`src/rtl/display_scan_ctrl.sv`:
```
// Four-digit multiplexed display scanner with blanked slot starts and frame-aligned value
// commit, so a new value never appears partway through a scan frame.
module display_scan_ctrl #(
  parameter int unsigned PRESCALE = 8,
  parameter int unsigned BLANK    = 2
) (
  input  logic        clk,
  input  logic        rst_n,
  input  logic        en,
  input  logic        load,
  input  logic [15:0] value_in,
  input  logic [3:0]  digit_en,
  output logic [3:0]  sel,
  output logic [3:0]  an_n,
  output logic [15:0] disp_value,
  output logic        frame_done,
  output logic        load_ack
);

  localparam int unsigned CntW = (PRESCALE > 1) ? $clog2(PRESCALE) : 1;
  localparam logic [CntW-1:0] CntMax   = CntW'(PRESCALE - 1);
  localparam logic [CntW-1:0] BlankEnd = CntW'(BLANK);

  typedef enum logic [1:0] {StOff, StBlank, StShow} state_e;

  state_e      state;
  logic [CntW-1:0] cnt_q, cnt_d;
  logic [1:0]  idx_q, idx_d;
  logic [15:0] staging_q, staging_d;
  logic        pending_q, pending_d;
  logic [15:0] disp_q, disp_d;
  logic        frame_done_q, frame_done_d;
  logic        load_ack_q, load_ack_d;
  logic        slot_end, wrap, commit;

  always_comb begin
    if (!en) begin
      state = StOff;
    end else if (cnt_q < BlankEnd) begin
      state = StBlank;
    end else begin
      state = StShow;
    end
  end

  assign slot_end = en && (cnt_q == CntMax);
  assign wrap     = slot_end && (idx_q == 2'd3);
  // A commit always takes the staging value held before this edge; a coincident load
  // only refills staging and stays pending.
  assign commit   = pending_q && (!en || wrap);

  always_comb begin
    cnt_d        = cnt_q;
    idx_d        = idx_q;
    staging_d    = staging_q;
    pending_d    = pending_q;
    disp_d       = disp_q;
    frame_done_d = wrap;
    load_ack_d   = commit;

    if (!en) begin
      cnt_d = '0;
    end else if (slot_end) begin
      cnt_d = '0;
      idx_d = idx_q + 2'd1;
    end else begin
      cnt_d = cnt_q + 1'b1;
    end

    if (commit) begin
      disp_d    = staging_q;
      pending_d = 1'b0;
    end
    if (load) begin
      staging_d = value_in;
      pending_d = 1'b1;
    end
  end

  always_ff @(posedge clk or negedge rst_n) begin
    if (!rst_n) begin
      cnt_q        <= '0;
      idx_q        <= 2'd0;
      staging_q    <= 16'h0000;
      pending_q    <= 1'b0;
      disp_q       <= 16'h0000;
      frame_done_q <= 1'b0;
      load_ack_q   <= 1'b0;
    end else begin
      cnt_q        <= cnt_d;
      idx_q        <= idx_d;
      staging_q    <= staging_d;
      pending_q    <= pending_d;
      disp_q       <= disp_d;
      frame_done_q <= frame_done_d;
      load_ack_q   <= load_ack_d;
    end
  end

  assign sel = 4'b0001 << idx_q;

  // Anode drive follows digit_en combinationally so masking takes effect mid-slot.
  always_comb begin
    case (state)
      StShow:  an_n = ~(sel & digit_en);
      default: an_n = 4'b1111;
    endcase
  end

  assign disp_value = disp_q;
  assign frame_done = frame_done_q;
  assign load_ack   = load_ack_q;

endmodule

```
`config.mk`:
```
export PLATFORM = sky130hd
export DESIGN_NAME = display_scan_ctrl
export DESIGN_NICKNAME = d
export VERILOG_FILES = /design/src/rtl/display_scan_ctrl.sv
export SDC_FILE = /design/constraint.sdc
export NUM_CORES = 1
export LEC_CHECK = 0
export BUFFER_PORTS_ARGS = -buffer_cell sky130_fd_sc_hd__buf_2
export CAP_MARGIN = 25
export CORE_ASPECT_RATIO = 0.6
export CORE_MARGIN = 3
export CORE_UTILIZATION = 53
export CTS_BUF_LIST = sky130_fd_sc_hd__clkbuf_8
export DETAILED_ROUTE_END_ITERATION = 7
export PLACE_DENSITY = 0.9
export SLEW_MARGIN = 15
export SYNTH_ARGS = -nofsm -noshare
export SYNTH_HDL_FRONTEND = slang
export SYNTH_SLANG_ARGS = --single-unit
```
`constraint.sdc`:
```
create_clock -name clk -period 1.83 [get_ports clk]
set_input_delay 0.2745 -clock clk [delete_from_list [all_inputs] [get_ports clk]]
set_output_delay 0.2745 -clock clk [all_outputs]
set_load 0.02 [all_outputs]
```
# After elaboration in Yosys (flattened, before gate mapping)
# Index checks and enable logic that the tools add are counted.
# op_classes
n_shift	1
bitwise	2
n_eq_ne	3
n_mux	7
add_sub_neg	2
order_cmp	1
reduce_logical	7
# op_table
op	count
two-way mux 3 bit	2
AND 4 bit	1
equality test 2 bit, second input constant	2
two-way mux 2 bit	2
two-way mux 4 bit	1
inverter 4 bit	1
left shift 1 x 2 -> 4 bit, first input constant	1
adder 3 x 1 -> 3 bit, second input constant	1
equality test 3 bit, second input constant	1
logical AND 1 bit	3
< comparator 3 x 2 -> 1 bit, second input constant	1
adder 2 x 1 -> 2 bit, second input constant	1
two-way mux 1 bit	2
AND reduction 2 bit	1
nonzero test 2 bit	1
zero test 1 bit	1
logical OR 1 bit	1
# totals
elab_cells	30
out_inout_bits	26
reg_bits	40
in_bits	24

# Logic depth before layout (Yosys ltp)
# logic_depth
ltp_word	7
mapped_depth	6
mapped_depth_nobuf	4

# Worst setup path after synthesis
# OpenSTA, ideal clock, no wires.
# synth_path
kind	reg2reg
start	reg cnt_q[0]
end	reg disp_q[10] (netlist: disp_value[10])
setup_slack_ns	0.293
t_arrival_ns	1.442
path_stages_with_launch	7
n_path_buf	2
required_ns	1.735
period_less_slack_ns	1.537
setup_ns	0.095
cell_sequence	dfrtp_1 -> ha_1 -> ha_1 -> and3_4 -> buf_6 -> buf_12 -> o32ai_2
# synth_between
elab_chain_cells	5
# synth_lines
element	line	rtl
start, declared	27	logic [CntW-1:0] cnt_q, cnt_d;
start signal, assigned	90	cnt_q <= cnt_d;
equality test 3 bit	46	assign slot_end = en && (cnt_q == CntMax);
logical AND 1 bit	46	
logical AND 1 bit	47	assign wrap = slot_end && (idx_q == 2'd3);
logical OR 1 bit	50	assign commit = pending_q && (!en || wrap);
logical AND 1 bit	50	
end signal, assigned	94	disp_q <= disp_d;
end, declared	31	logic [15:0] disp_q, disp_d;
# Every way passes these cells.
# A chain may end at the register's enable or synchronous reset.

# Final worst setup path
# layout_path
start	reg idx_q[0]
end	out an_n[0]
# layout_between
elab_chain_cells	4
# layout_lines
element	line	rtl
start, declared	28	logic [1:0] idx_q, idx_d;
start signal, assigned	91	idx_q <= idx_d;
left shift 1 x 2 -> 4 bit	100	assign sel = 4'b0001 << idx_q;
AND 4 bit	105	StShow: an_n = ~(sel & digit_en);
inverter 4 bit	105	
two-way mux 4 bit	104	case (state)
end, declared	14	output logic [3:0] an_n,
# Every way passes these cells.

==> run summary <==
Status: completed
Deepest clock path buffer count: 2
Detailed Place HPWL: 2850 um
CTS sink count: 40
Worst Path Required: 1.56 ns
CP Launch Type: flop
Top FF cell, synth: dfrtp_1
Clk root buf: clkbuf_8
Hold Vio Cnt, Final: 0
Synth warn: 0
Drt first pass iters: 4
Rows: 15
Starting density of the core: 0.590
Post-route antenna net violation count: 0
Die area: 4170 um2
Worst-Skew Late Latency: 0.30 ns
Detailed router's first-iteration violation count: 125
Yosys reg bits: 40
First-pass GRT wire length: 6290 um
FMAX: 608 MHz
WL final: 3940 um
Mapped Cells: 138
Setup repair bufs after CTS: 0
Num CTS Buffers: 5
CTS clk-pin slew, worst paths: 0.08 ns
Largest cells by area after synthesis: dfrtp_1 55%, mux2_2 11%, o32ai_2 9.0%
Hold WC Path Type: input pin to async pin
Slew Limit Fails: 0
Post_cts resized: 0
Area leader, netlist: dfrtp_1
Min Clock Period, post-route: 1.64 ns
# nets final: 219
Ant diodes: 0
Seq/Total Area, Yosys: 0.554
Placed Cells: 224
Setup violators final: 0
Via density: 5.51
Max IR drop VDD: 0.607 mV
Post-synth top cells: 40 x dfrtp_1, 18 x inv_1, 17 x mux2_2, 17 x nand2_1, 10 x o32ai_2
Syn Nets: 168
Maximum level of the CTS H-tree: 2
Asr flop ratio synth: 1.00
DR WL/cell: 17.0 um
PwrDens: 1040 nW/um2
RSZ-0062 raised after global routing: no
Number of global-route vias before repair: 1267
Avg Inst Size Synth: 13.1 um2
Distinct cells, synth: 23
Final Wtd Congestion: 0.804
CTS Hold Bufs: 0
Number of flops mapped to enable cells by yosys: 0
Initial antenna violation count: 0
Worst R2R Setup Slack: 0.24 ns
Layout Cells excl Fill: 232
Setup WS pre-CTS: 0.273 ns
Worst Path Max Fanout: 4
Slack of the critical path: 0.186 ns
Least-Margin Pin Slew: 0.484 ns
GRT Total Usage: 0.211
Tightest hold margin: 0.0194 ns
Maxcap violations: 0
Core ar.: 3060 um2
Setup TNS: 0 ns
# DRC: 0
Area of the mapped netlist: 1810 um2
Crit path DAT: 1.37 ns
P&R area growth vs syn: 21.1%
Vias post-DR: 1279
Top cell type's share of synthesized area: 0.554
Leakage: 0.00110 uW
I/O pins: 50
Max_slew headroom: 0.678
Critical path class: flop to primary output
Die width: 81.4 um
Endpoint type of the worst setup path: primary output
Total global routing overflow: 0
Cell with the most instances after synthesis: dfrtp_1
Period utilisation layout: 0.898
CTS tree: yes
Proportion of layout cells with a drive suffix above 1: 0.474
Die span in y: 51.2 um
Largest net degree at the start of global routing: 41
IO buf count: 49
Fin Clk Skew: 0.00664 ns
==> sequential cells by signal, summed over array words and instances (netlist names) <==
register and flops:
disp_value 16, staging_q 16, cnt_q 3, idx_q 2, frame_done 1, load_ack 1, pending_q 1
==> metal layers <==
layer / global-route usage / part of all wire / up-vias
met1: 0.282 / 0.44 / 643
met5: 0 / 0 / -
met3: 0.0581 / 0.068 / 13
met2: 0.314 / 0.47 / 51
li1: - / - / 572
met4: 0.110 / 0.028 / 0
==> cells by family (layout without fill, tap and decap cells) <==
| logic type | Yosys count | in the layout | share of synthesized area |
|---|---|---|---|
| multiplexers | 17 | 17 | 0.106 |
| XOR/XNOR | 1 | 1 | 0.00485 |
| AND/OR/NAND/NOR | 28 | 28 | 0.0769 |
| flip-flops | 40 | 40 | 0.554 |
| buffers and inverters | 27 | 79 | 0.0783 |
| AO/OA/AOI/OAI | 19 | 19 | 0.138 |
| adder cells (fa/ha/maj) | 6 | 6 | 0.0416 |
==> report_power, final <==
group | switching, uW | internal [uW] | leakage, uW
clock network | 301 | 481 | 0.0000645
logic | 256 | 189 | 0.000543
registers | 64.1 | 988 | 0.000488
==> cell type report <==
cell class / count / area [um2]
repair buffers: 53 / 275
clock buffers: 7 / 96.3
multi-input cells: 71 / 663
fillers: 214 / 873
well taps: 42 / 52.6
inverters: 18 / 67.6
flip-flops and latches: 40 / 1000
clock inverters: 1 / 30.0
==> worst max-delay path: stages, from the launching register on <==
cell and delay (ns):
dfrtp_1 0.42, inv_1 0.10, ha_1 0.23, nand3_1 0.12, buf_2 0.19
==> placed cells by master, fill, tap and decap left out <==
cell type | Yosys | routed
buf_2 | 3 | 49
dfrtp_1 | 40 | 40
inv_1 | 18 | 18
mux2_2 | 17 | 17
nand2_1 | 17 | 17
o32ai_2 | 10 | 10
clkbuf_8 | 0 | 7
o32ai_1 | 6 | 6
ha_1 | 6 | 6
nand3_1 | 4 | 4
buf_4 | 1 | 4
and3b_1 | 2 | 2
nor2b_1 | 2 | 2
o21a_1 | 1 | 1
nor3b_1 | 1 | 1
and3_1 | 1 | 1
a21boi_4 | 1 | 1
and3_4 | 1 | 1
a21o_1 | 1 | 1
xnor2_1 | 1 | 1
bufinv_16 | 0 | 1
==> final timing paths <==
path                              start        endpoint  depth (start not counted)
min in group clk           value_in[12]   staging_q[12]                          2
min reg2reg                    cnt_q[0]        cnt_q[0]                          1
min                               rst_n   staging_q[12]                          2
max reg2reg                    cnt_q[0]  disp_value[15]                          4
max in group asynchronous         rst_n  disp_value[12]                          2
max                            idx_q[0]         an_n[0]                          4
==> per-stage QoR <==
step | power (uW) | area [um2] | util
finish | 2280 | 2190 | 0.715
global route | 2380 | 2190 | 0.715
floorplan | 1350 | 1810 | -
global placement | 1480 | 2060 | 0.673
CTS | 2290 | 2190 | 0.715
detailed placement | 1510 | 2060 | 0.673
(Power assumes the default switching activity.)
